$ cat src/rtl/boot_pkg.sv
// Shared types and frame constants for the IMEM boot loader.
// Optional warm reload in RUN is enabled by defining BOOT_RELOAD_EN.
package boot_pkg;

    typedef enum logic [2:0] {
        IDLE  = 3'd0,
        LEN0  = 3'd1,
        LEN1  = 3'd2,
        DATA  = 3'd3,
        CSUM  = 3'd4,
        RUN   = 3'd5,
        ERROR = 3'd6
    } boot_state_e;

    localparam logic [7:0]  SYNC_BYTE_DEF = 8'hA5;
    localparam int unsigned LEN_W         = 16;
    localparam int unsigned LANE_W        = 2;

endpackage

$ cat src/rtl/rx_word_packer.sv
// Packs incoming bytes into 32-bit little-endian words; pulses word_valid the
// cycle after the fourth byte of a word is accepted.
module rx_word_packer
    import boot_pkg::*;
(
    input  logic              clk,
    input  logic              rst_n,
    input  logic              clear,
    input  logic              byte_valid,
    input  logic [7:0]        byte_data,
    output logic [LANE_W-1:0] lane,
    output logic              word_valid,
    output logic [31:0]       word
);

    logic [LANE_W-1:0] lane_q;
    logic [23:0]       asm_q;
    logic [31:0]       word_q;
    logic              valid_q;

    always_ff @(posedge clk or negedge rst_n) begin
        if (!rst_n) begin
            lane_q  <= '0;
            asm_q   <= '0;
            word_q  <= '0;
            valid_q <= 1'b0;
        end else begin
            valid_q <= 1'b0;
            if (clear) begin
                lane_q <= '0;
            end else if (byte_valid) begin
                if (lane_q == '1) begin
                    word_q  <= {byte_data, asm_q};
                    valid_q <= 1'b1;
                    lane_q  <= '0;
                end else begin
                    asm_q[lane_q*8 +: 8] <= byte_data;
                    lane_q               <= lane_q + 1'b1;
                end
            end
        end
    end

    assign lane       = lane_q;
    assign word_valid = valid_q;
    assign word       = word_q;

endmodule

$ cat src/rtl/imem_boot_loader.sv
// Boot sequencer: holds the core in reset, loads a framed image into IMEM,
// verifies length and checksum, then releases the core. Macro: BOOT_RELOAD_EN.
module imem_boot_loader
    import boot_pkg::*;
#(
    parameter int unsigned ADDR_W    = 10,
    parameter int unsigned MAX_WORDS = 1024,
    parameter logic [7:0]  SYNC_BYTE = SYNC_BYTE_DEF
) (
    input  logic              clk,
    input  logic              rst_n,
    input  logic              rx_valid,
    input  logic [7:0]        rx_data,
    output logic              rx_ready,
    output logic              imem_we,
    output logic [ADDR_W-1:0] imem_waddr,
    output logic [31:0]       imem_wdata,
    output logic              core_rst_n,
    output logic              busy,
    output logic              done,
    output logic              err
);

    boot_state_e       state_q, state_d;
    logic [LEN_W-1:0]  len_q, len_n, wcnt_q;
    logic [7:0]        csum_q;
    logic              rx_ready_q, busy_q, done_q, err_q;
    logic              accept, is_sync, start, rdy_d;
    logic [LANE_W-1:0] lane;
    logic              word_valid;
    logic [31:0]       word;

    assign accept  = rx_valid && rx_ready_q;
    assign is_sync = (rx_data == SYNC_BYTE);
    assign len_n   = {rx_data, len_q[7:0]};
    // Entering LEN0 from anywhere else marks the start of a new frame.
    assign start   = (state_d == LEN0) && (state_q != LEN0);

    rx_word_packer u_packer (
        .clk        (clk),
        .rst_n      (rst_n),
        .clear      (state_q != DATA),
        .byte_valid (accept && (state_q == DATA)),
        .byte_data  (rx_data),
        .lane       (lane),
        .word_valid (word_valid),
        .word       (word)
    );

    always_comb begin
        state_d = state_q;
        unique case (state_q)
            IDLE:  if (accept && is_sync) state_d = LEN0;
            LEN0:  if (accept) state_d = LEN1;
            LEN1: begin
                if (accept) begin
                    if (32'(len_n) > MAX_WORDS) state_d = ERROR;
                    else if (len_n == '0)       state_d = CSUM;
                    else                        state_d = DATA;
                end
            end
            DATA: begin
                if (accept && (lane == '1) && (wcnt_q == len_q - LEN_W'(1))) state_d = CSUM;
            end
            CSUM:  if (accept) state_d = (rx_data == csum_q) ? RUN : ERROR;
`ifdef BOOT_RELOAD_EN
            RUN:   if (accept && is_sync) state_d = LEN0;
`else
            RUN:   state_d = RUN;
`endif
            ERROR: if (accept && is_sync) state_d = LEN0;
            default: state_d = IDLE;
        endcase
    end

`ifdef BOOT_RELOAD_EN
    assign rdy_d = 1'b1;
`else
    assign rdy_d = (state_d != RUN);
`endif

    always_ff @(posedge clk or negedge rst_n) begin
        if (!rst_n) begin
            state_q    <= IDLE;
            len_q      <= '0;
            wcnt_q     <= '0;
            csum_q     <= '0;
            rx_ready_q <= 1'b0;
            busy_q     <= 1'b0;
            done_q     <= 1'b0;
            err_q      <= 1'b0;
        end else begin
            state_q <= state_d;
            if (start) begin
                csum_q <= '0;
                wcnt_q <= '0;
            end else begin
                if (accept && (state_q inside {LEN0, LEN1, DATA})) csum_q <= csum_q ^ rx_data;
                if (word_valid) wcnt_q <= wcnt_q + LEN_W'(1);
            end
            if (accept && (state_q == LEN0)) len_q[7:0]  <= rx_data;
            if (accept && (state_q == LEN1)) len_q[15:8] <= rx_data;
            // Status outputs follow the next state so they change on the same edge.
            rx_ready_q <= rdy_d;
            busy_q     <= state_d inside {LEN0, LEN1, DATA, CSUM};
            done_q     <= (state_d == RUN);
            err_q      <= (state_d == ERROR);
        end
    end

    assign rx_ready   = rx_ready_q;
    assign imem_we    = word_valid;
    assign imem_waddr = wcnt_q[ADDR_W-1:0];
    assign imem_wdata = word;
    assign core_rst_n = done_q;
    assign busy       = busy_q;
    assign done       = done_q;
    assign err        = err_q;

endmodule

$ cat config.mk
export PLATFORM = sky130hd
export DESIGN_NAME = imem_boot_loader
export DESIGN_NICKNAME = d
export VERILOG_FILES = /design/src/rtl/boot_pkg.sv /design/src/rtl/rx_word_packer.sv /design/src/rtl/imem_boot_loader.sv
export SDC_FILE = /design/constraint.sdc
export NUM_CORES = 1
export LEC_CHECK = 0
export ABC_AREA = 1
export CELL_PAD_IN_SITES_DETAIL_PLACEMENT = 2
export CELL_PAD_IN_SITES_GLOBAL_PLACEMENT = 2
export CORE_AREA = 2 2 179 93
export CTS_CLUSTER_DIAMETER = 30
export DETAILED_ROUTE_END_ITERATION = 7
export DIE_AREA = 0 0 181 95
export PLACE_DENSITY_LB_ADDON = 0.15
export SYNTH_ARGS = -nofsm -noshare
export SYNTH_HDL_FRONTEND = slang
export SYNTH_SLANG_ARGS = --single-unit
$ cat constraint.sdc
create_clock -name clk -period 4.49 [get_ports clk]
set_input_delay 0.898 -clock clk [delete_from_list [all_inputs] [get_ports clk]]
set_output_delay 0.898 -clock clk [all_outputs]
set_load 0.005 [all_outputs]
## Yosys cells after proc, flatten, opt, wreduce, memory -nomap -nowiden

Index checks and enable logic that the tools add are counted.
Widths: inputs -> output; s select.

- Output and inout port bits: 48
- Logic and storage cells: 81
- Register bits after elaboration: 106

- Mux-type cells: 20
- $lt $le $gt $ge: 1
- Equal/unequal tests: 19
- Reductions and logical operators: 19
- Bitwise operators: 3
- Shift operators: 2
- Add/subtract/negate cells: 4

Operators with widths:

| cell | number |
|---|---|
| $neg 5->34 | 1 |
| $shift 8x34->24 const A | 1 |
| $shiftx 8x34->24 | 1 |
| $mux 16 | 2 |
| $bwmux 24 | 1 |
| $mux 3 | 7 |
| $eq 3x3->1 const B | 6 |
| $pmux 3 s6 | 1 |
| $add 16x1->16 const B | 1 |
| $eq 16x16->1 | 1 |
| $gt 16x11->1 const B | 1 |
| $logic_not 16->1 | 1 |
| $mux 8 | 2 |
| $sub 16x1->16 const B | 1 |
| $eq 3x2->1 const B | 4 |
| $logic_and 1x1->1 | 9 |
| $eq 8x8->1 | 1 |
| $eq 8x8->1 const B | 1 |
| $mux 2 | 4 |
| $xor 8x8->8 | 1 |
| $eq 3x1->1 const B | 2 |
| $reduce_and 3->1 | 2 |
| $reduce_bool 2->1 | 3 |
| $reduce_bool 4->1 | 1 |
| other kinds (10) | 13 |

## Logic depth before layout (Yosys ltp)

- Depth after elaboration: 8
- Depth in mapped cells: 18
- Gate-level depth less buffers: 18

## Hierarchy

Synthesis repeated with hierarchy kept, for this count alone.

- Cell total of the unflattened synthesis: 736
- Area total of the unflattened synthesis: 5713.0 um2

By module, submodules not included:

| module | cells an instance | instances | sequential area each (um2) | area each (um2) |
|---|---|---|---|---|
| imem_boot_loader | 466 | 1 | 1176.1 | 3263.1 |
| rx_word_packer | 270 | 1 | 1476.4 | 2449.8 |

## Worst setup path after synthesis

OpenSTA, ideal clock, no wires.

- Path kind: input-to-reg
- From: in rx_data[7]
- To: reg csum_q[7]
- Path slack: 2.230 ns
- Required time: 4.372 ns
- Arrival: 2.143 ns
- Cell stages on the path: 11
- Cells stage by stage: buf_2 inv_1 nor3_1 nand3_1 o21ai_0 inv_1 nor3_4 buf_6 nor3b_1 a21oi_1 inv_1

- Word-level cells in the longest chain between the ends: 8
- Elaborated cells on any way between the ends: 18
- Those cells by class: order compare (1); eq/ne (3); mux (9); bitwise (1); reduce/logical (4)

Ends and longest elaborated chain:

| element | RTL line | RTL |
|---|---|---|
| from (decl) | imem_boot_loader.sv:13 | `input logic [7:0] rx_data,` |
| branches (longest 8 deep; another with $gt 16x11->1) | -- |  |
| to (signal assigned) | imem_boot_loader.sv:98 | `if (accept && (state_q inside {LEN0, LEN1, DATA})) csum_q <= csum_q ^ rx_data;` |
| to (decl) | imem_boot_loader.sv:26 | `logic [7:0] csum_q;` |

Several ways; the timed one is not identified. The select of a mux whose other input is x is not followed.
A chain may end at the register's enable or synchronous reset.

## Worst setup path in the final report

- From: in rx_data[6]
- To: reg busy_q (netlist: busy)

- Word-level cells in the longest chain between the ends: 7
- Elaborated cells on any way between the ends: 17
- Those cells by class: order compare (1); eq/ne (6); mux (7); reduce/logical (3)

Ends and longest elaborated chain:

| element | RTL line | RTL |
|---|---|---|
| branches (longest 4 deep; another with $gt 16x11->1) | -- |  |
| $pmux 3 s6 (*) | imem_boot_loader.sv:52 | `unique case (state_q)` |
| $eq 3x1->1, or another cell as far along | imem_boot_loader.sv:105 | `busy_q <= state_d inside {LEN0, LEN1, DATA, CSUM};` |
| $reduce_bool 4->1 (*) | imem_boot_loader.sv:105 |  |
| to (signal assigned) | imem_boot_loader.sv:105 |  |
| to (decl) | imem_boot_loader.sv:27 | `logic rx_ready_q, busy_q, done_q, err_q;` |

Every way passes the cells marked *.

==> flow_metrics.env <==
export IMPL_outcome="finished clean"
export IMPL_path_clk_slew_ns=0.08
export IMPL_drive_above_1_share_pct=4.04
export IMPL_num_rows=33
export IMPL_grt_setup_unrepaired="no"
export IMPL_yosys_warnings=0
export IMPL_period_needed_ns=3.28
export IMPL_cts_setup_buffers=0
export IMPL_synth_top_cell_area_share_pct=48.0
export IMPL_wl_mm=20.3
export IMPL_via_count=5036
export IMPL_max_cap_violations=0
export IMPL_multi_input_area_um2=2310
export IMPL_first_iter_violations=289
export IMPL_relSlewSlack_pct=13.6
export IMPL_synth_edff_count=0
export IMPL_syn_area_um2=5530
export IMPL_timing_final_ws_setup_ns=1.21
export IMPL_seqCellArea_um2=2650
export IMPL_wl_per_cell_um=20.8
export IMPL_dpl_cell_count=961
export IMPL_hold_path_class="reg -> reg"
export IMPL_postRouteAntennaNets=0
export IMPL_nNetsFinal=780
export IMPL_synthDistinctLibCells=31
export IMPL_antenna_diode_count=0
export IMPL_crit_fanout=5
export IMPL_pre_cts_ws_ns=0.976
export IMPL_fp_dieW_um=181
export IMPL_io_pins=59
export IMPL_cts_path_max_buffers=2
export IMPL_hold_viol_final=0
export IMPL_hold_buffers=0
export IMPL_grtUsageMet3_pct=4.36
export IMPL_drtPass1Iterations=4
export IMPL_grt_pass1_wl_mm=32.5
export IMPL_numCtsBuffers=9
export IMPL_grt_max_degree=65
export IMPL_cts_htree_levels=3
export IMPL_finalCritPeriodShare_pct=73.2
export IMPL_swShare_pct=41.5
export IMPL_combPwrFrac_pct=37.1
export IMPL_final_util_pct=41.4
export IMPL_hpwl_mm=15.7
export IMPL_fin_skew_ns=0.0117
export IMPL_p_int_mw=1.91
export IMPL_power_leakage_nw=3.21
export IMPL_use_met1_pct=39.3
export IMPL_start_kind="primary input"
export IMPL_p_switching_mw=1.36
export IMPL_seqPwrFrac_pct=37.4
export IMPL_crit_type="in -> reg"
export IMPL_syn_num_nets=734
export IMPL_grt_pass1_vias=5454
export IMPL_use_met2_pct=37.3
export IMPL_netlist_instances=716
export IMPL_post_cts_resize_count=0
export IMPL_drc=0
export IMPL_synth_ff_type="dfrtp_1"
export IMPL_worstPathRequired_ns=4.73
export IMPL_worstSkewPairLatency_ns=0.35
export IMPL_root_buffer="clkbuf_16"
export IMPL_finalPower_mw=3.27
export IMPL_slew_violations=0
export IMPL_core_area_um2=15900
export IMPL_viasPerCell=5.15
export IMPL_gr_max_usage_layer="met1"
export IMPL_antenna_found_initial=0
export IMPL_cts_tree="yes"
export IMPL_setup_tns_ns=0
export IMPL_max_freq_ghz=0.304
export IMPL_track_usage_pct=25.2
export IMPL_cp_data_arrival_time_ns=3.52
export IMPL_cts_sinks=106
export IMPL_layoutNonFillerInstCount=977
export IMPL_worst_hold_slack_ns=0.492
export IMPL_place_gp_congestion=0.872
export IMPL_postSynthAreaPerCell_um2=7.73
export IMPL_fillers=1807
export IMPL_async_reset_ff_share_pct=100
export IMPL_p_clk_share_pct=25.5
export IMPL_synth_top_area_cell="dfrtp_1"
export IMPL_seq_area_frac_synth_pct=48.0
export IMPL_ir_drop_mv=0.196
export IMPL_port_buffer_count=58
export IMPL_cellPowerDensity_nw_per_um2=499
export IMPL_synth_seq_cells=106
export IMPL_cp_end_kind="flop"
export IMPL_ys_top_cells_by_area="dfrtp_1, nand2_1, o21ai_0"
export IMPL_fin_area_um2=6560
export IMPL_dpl_cell_area_um2=6250
export IMPL_die_area_um2=17200
export IMPL_start_util_pct=34.9
export IMPL_setup_viol=0
export IMPL_tightest_slew_ns=1.29
export IMPL_grt_overflow_total=0
export IMPL_dieHeight_um=95
export IMPL_synthToLayoutAreaGrowth_pct=18.6
[cell usage in the layout, fill, tap and decap left out, types with 3 or more instances in the layout]
| master | count |
|---|---|
| inv_1 | 107 |
| o211ai_1 | 3 |
| xor2_1 | 20 |
| clkbuf_16 | 9 |
| buf_4 | 6 |
| a21oi_1 | 9 |
| dfrtp_1 | 106 |
| o21ai_0 | 81 |
| nand2_1 | 164 |
| nor3_1 | 14 |
| xnor2_1 | 10 |
| ha_1 | 7 |
| nand3_1 | 56 |
| nor3b_1 | 6 |
| clkdlybuf4s50_1 | 57 |
| nor2_1 | 78 |
| nand4_1 | 10 |
[worst paths after layout]
kind,slack (ns),cells after the start,end,startpoint
worst max register to register,1.65,15,busy,len_q[0]
worst min register to register,0.49,2,u_packer.word[19],u_packer.word[19]
min in group asynchronous,0.57,1,u_packer.word[7],rst_n
worst min-delay path,0.49,2,u_packer.word[19],u_packer.word[19]
worst max-delay path,1.21,13,busy,rx_data[6]
max in group asynchronous,3.01,2,u_packer.word[28],rst_n
[cells in the mapped netlist (3+ instances only)]
cell type  count
o211ai_1       3
inv_1        107
buf_2          5
nand4_1       10
nand2_1      164
xor2_1        20
nor3_1        14
buf_4         11
xnor2_1       10
dfrtp_1      106
clkbuf_1      11
nor3b_1        6
nor2_1        78
a21oi_1        9
ha_1           7
o21ai_0       81
nand3_1       56
[state kept, by name (all words and copies together), names as in the netlist]
name,cells
err,1
u_packer.asm_q,24
u_packer.lane,2
u_packer.word_valid,1
busy,1
state_q,3
core_rst_n,1
wcnt_q,16
u_packer.word,32
rx_ready,1
len_q,16
csum_q,8
[metal layers]
layer	share of wire, %	routed length (µm)	up-vias
met3	4.2	861	6
met4	0.39	79	0
li1	-	-	2337
met2	41	8380	102
met5	0	0	-
met1	54	11000	2591
[power by group through the flow]
| stage | clock (mW) | sequential [mW] | combinational, mW |
|---|---|---|---|
| floorplan | 0 | 1.18 | 0.821 |
| global placement | 0 | 1.23 | 1.10 |
| detailed placement | 0 | 1.24 | 1.19 |
| CTS | 0.855 | 1.22 | 1.22 |
| global route | 0.887 | 1.24 | 1.38 |
| finish | 0.835 | 1.22 | 1.21 |
[cell families (layout without fill, tap and decap cells)]
group                    after synthesis  in the layout  synth area share (%)
adder cells (fa/ha/maj)                7              7                  1.58
AND/OR/NAND/NOR                      336            336                  26.0
flip-flops                           106            106                  48.0
XOR/XNOR                              30             30                  4.75
buffers and inverters                137            188                  10.3
AO/OA/AOI/OAI                        100            100                  9.45
[critical path, cell delays in order]
cell             delay [ns]
clkdlybuf4s50_1        0.55
inv_1                  0.27
nand2_1                0.17
nor3_1                 0.26
nand4_1                0.17
o21ai_0                0.33
nand2_1                0.17
nor2_1                 0.25
nand3_1                0.17
inv_1                  0.09
nand2_1                0.06
nand2_1                0.08
inv_1                  0.05
[cell type report]
class / count / area share (%)
Tap cell: 210 / 4.01
Clock inverter: 7 / 1.28
Clock buffer: 9 / 3.43
Sequential cell: 106 / 40.4
Timing Repair Buffer: 63 / 9.39
Inverter: 109 / 6.24
Multi-Input combinational cell: 473 / 35.2
(Power assumes the default switching activity.)
==> RTL edit, RTL diff (same flow settings) <==
The option `BOOT_RELOAD_EN` is turned on by a define.
--- a/src/rtl/imem_boot_loader.sv
+++ b/src/rtl/imem_boot_loader.sv
@@ -1,5 +1,7 @@
 // Boot sequencer: holds the core in reset, loads a framed image into IMEM,
 // verifies length and checksum, then releases the core. Macro: BOOT_RELOAD_EN.
+`define BOOT_RELOAD_EN
+
 module imem_boot_loader
     import boot_pkg::*;
 #(
Formal check against the unedited RTL: not equivalent (a bounded check fails within 10 cycles, from zero or initial values and one cycle with rst_n low).
==> RTL edit against the original RTL <==
Total power down 3.4%; clock power down 3.5%; sequential cell count unchanged; cell area down 0.55%; worst setup slack better by 0.19 ns; routed wire length down 14%; count of clock-buffer cells in the layout unchanged; synthesized area about the same; critical endpoint is now wcnt_q[10]; largest cell class unchanged; highest routed layer unchanged.
==> RTL edit: results (changes against the original RTL) <==
[metrics] Leakage: 3.32 nW (+3.5%)
[metrics] Worst IR Drop VDD: 0.233 mV (+19%)
[metrics] net switching component of the power: 1.31 mW (-3.2%)
[metrics] share of final-layout standard cells stronger than drive strength 1: 0.0678 (+0.0274)
[metrics] highest net fanout along the worst path: 24 (+19)
[metrics] Worst Hold End: u_packer.word[21]
[metrics] Clock Skew: 0.0100 ns (-0.00167 ns)
[metrics] status: completed
[metrics] CP arrival: 3.33 ns (-0.19 ns)
[metrics] fraction of the yosys area taken by sequential cells: 0.479 (about the same)
[metrics] Post-Layout Cell Count: 962 (-1.5%)
[metrics] post-detailed-route via-to-cell ratio: 4.94 (-4.2%)
[metrics] most numerous cell types in the synthesized netlist: nand2_1 (180), inv_1 (117), dfrtp_1 (106)
[metrics] top cells by area, synth: dfrtp_1 (48%), nand2_1 (12%), inv_1 (7.9%), o21ai_0 (6.5%), nor2_1 (3.2%)
[metrics] register-to-register path setup slack: 1.87 ns (+0.22 ns)
[metrics] multiplexer share of the synthesized area: 0.00814 (+0.00814)
[metrics] global placer's final weighted congestion: 0.825 (-5.3%)
[metrics] net count of the finished layout: 765 (-1.9%)
[metrics] xor/xnor share of the synthesized area: 0.0411 (-0.00636)
[metrics] CP Launch Point: rx_data[2]
[metrics] Syn Area/Cell: 7.87 sq um (+1.9%)
[metrics] switching share of total power: 0.416 (+0.000681)
[metrics] Register-to-Register Path Depth: 11 (-4)
[metrics] post-placement worst setup slack: 1.03 ns (+0.0580 ns)
[metrics] number of global-route vias before repair: 5,267 (-3.4%)
RTL edit: cell types whose count changed in the layout (fill, tap and decap cells not counted), moves of 5 or more:
cell,change
nor2_1,-31
nand3_1,-21
nand2_1,+16
nor2_2,+11
inv_1,+10
o21ai_0,-9
nand3b_1,+6
nand4_1,+5
nor3b_1,-5
o21ai_1,+5
xor2_1,-5
RTL edit: cell type report:
cell class,count,area [sq um],share of cell area
repair buffers,60,593,0.0909
flip-flops and latches,106,2650,0.407
clock buffers,9,225,0.0345
well taps,210,263,0.0403
multi-input cells,449,2260,0.347
clock inverters,7,70.1,0.0107
inverters,121,454,0.0696
RTL edit: routing by layer:
| metal | track usage | share of wire | vias to the layer above |
|---|---|---|---|
| li1 | - | - | 2262 |
| met1 | 0.323 | 0.52 | 2404 |
| met2 | 0.347 | 0.43 | 71 |
| met3 | 0.0370 | 0.036 | 13 |
| met4 | 0.0461 | 0.0080 | 0 |
| met5 | 0 | 0 | - |
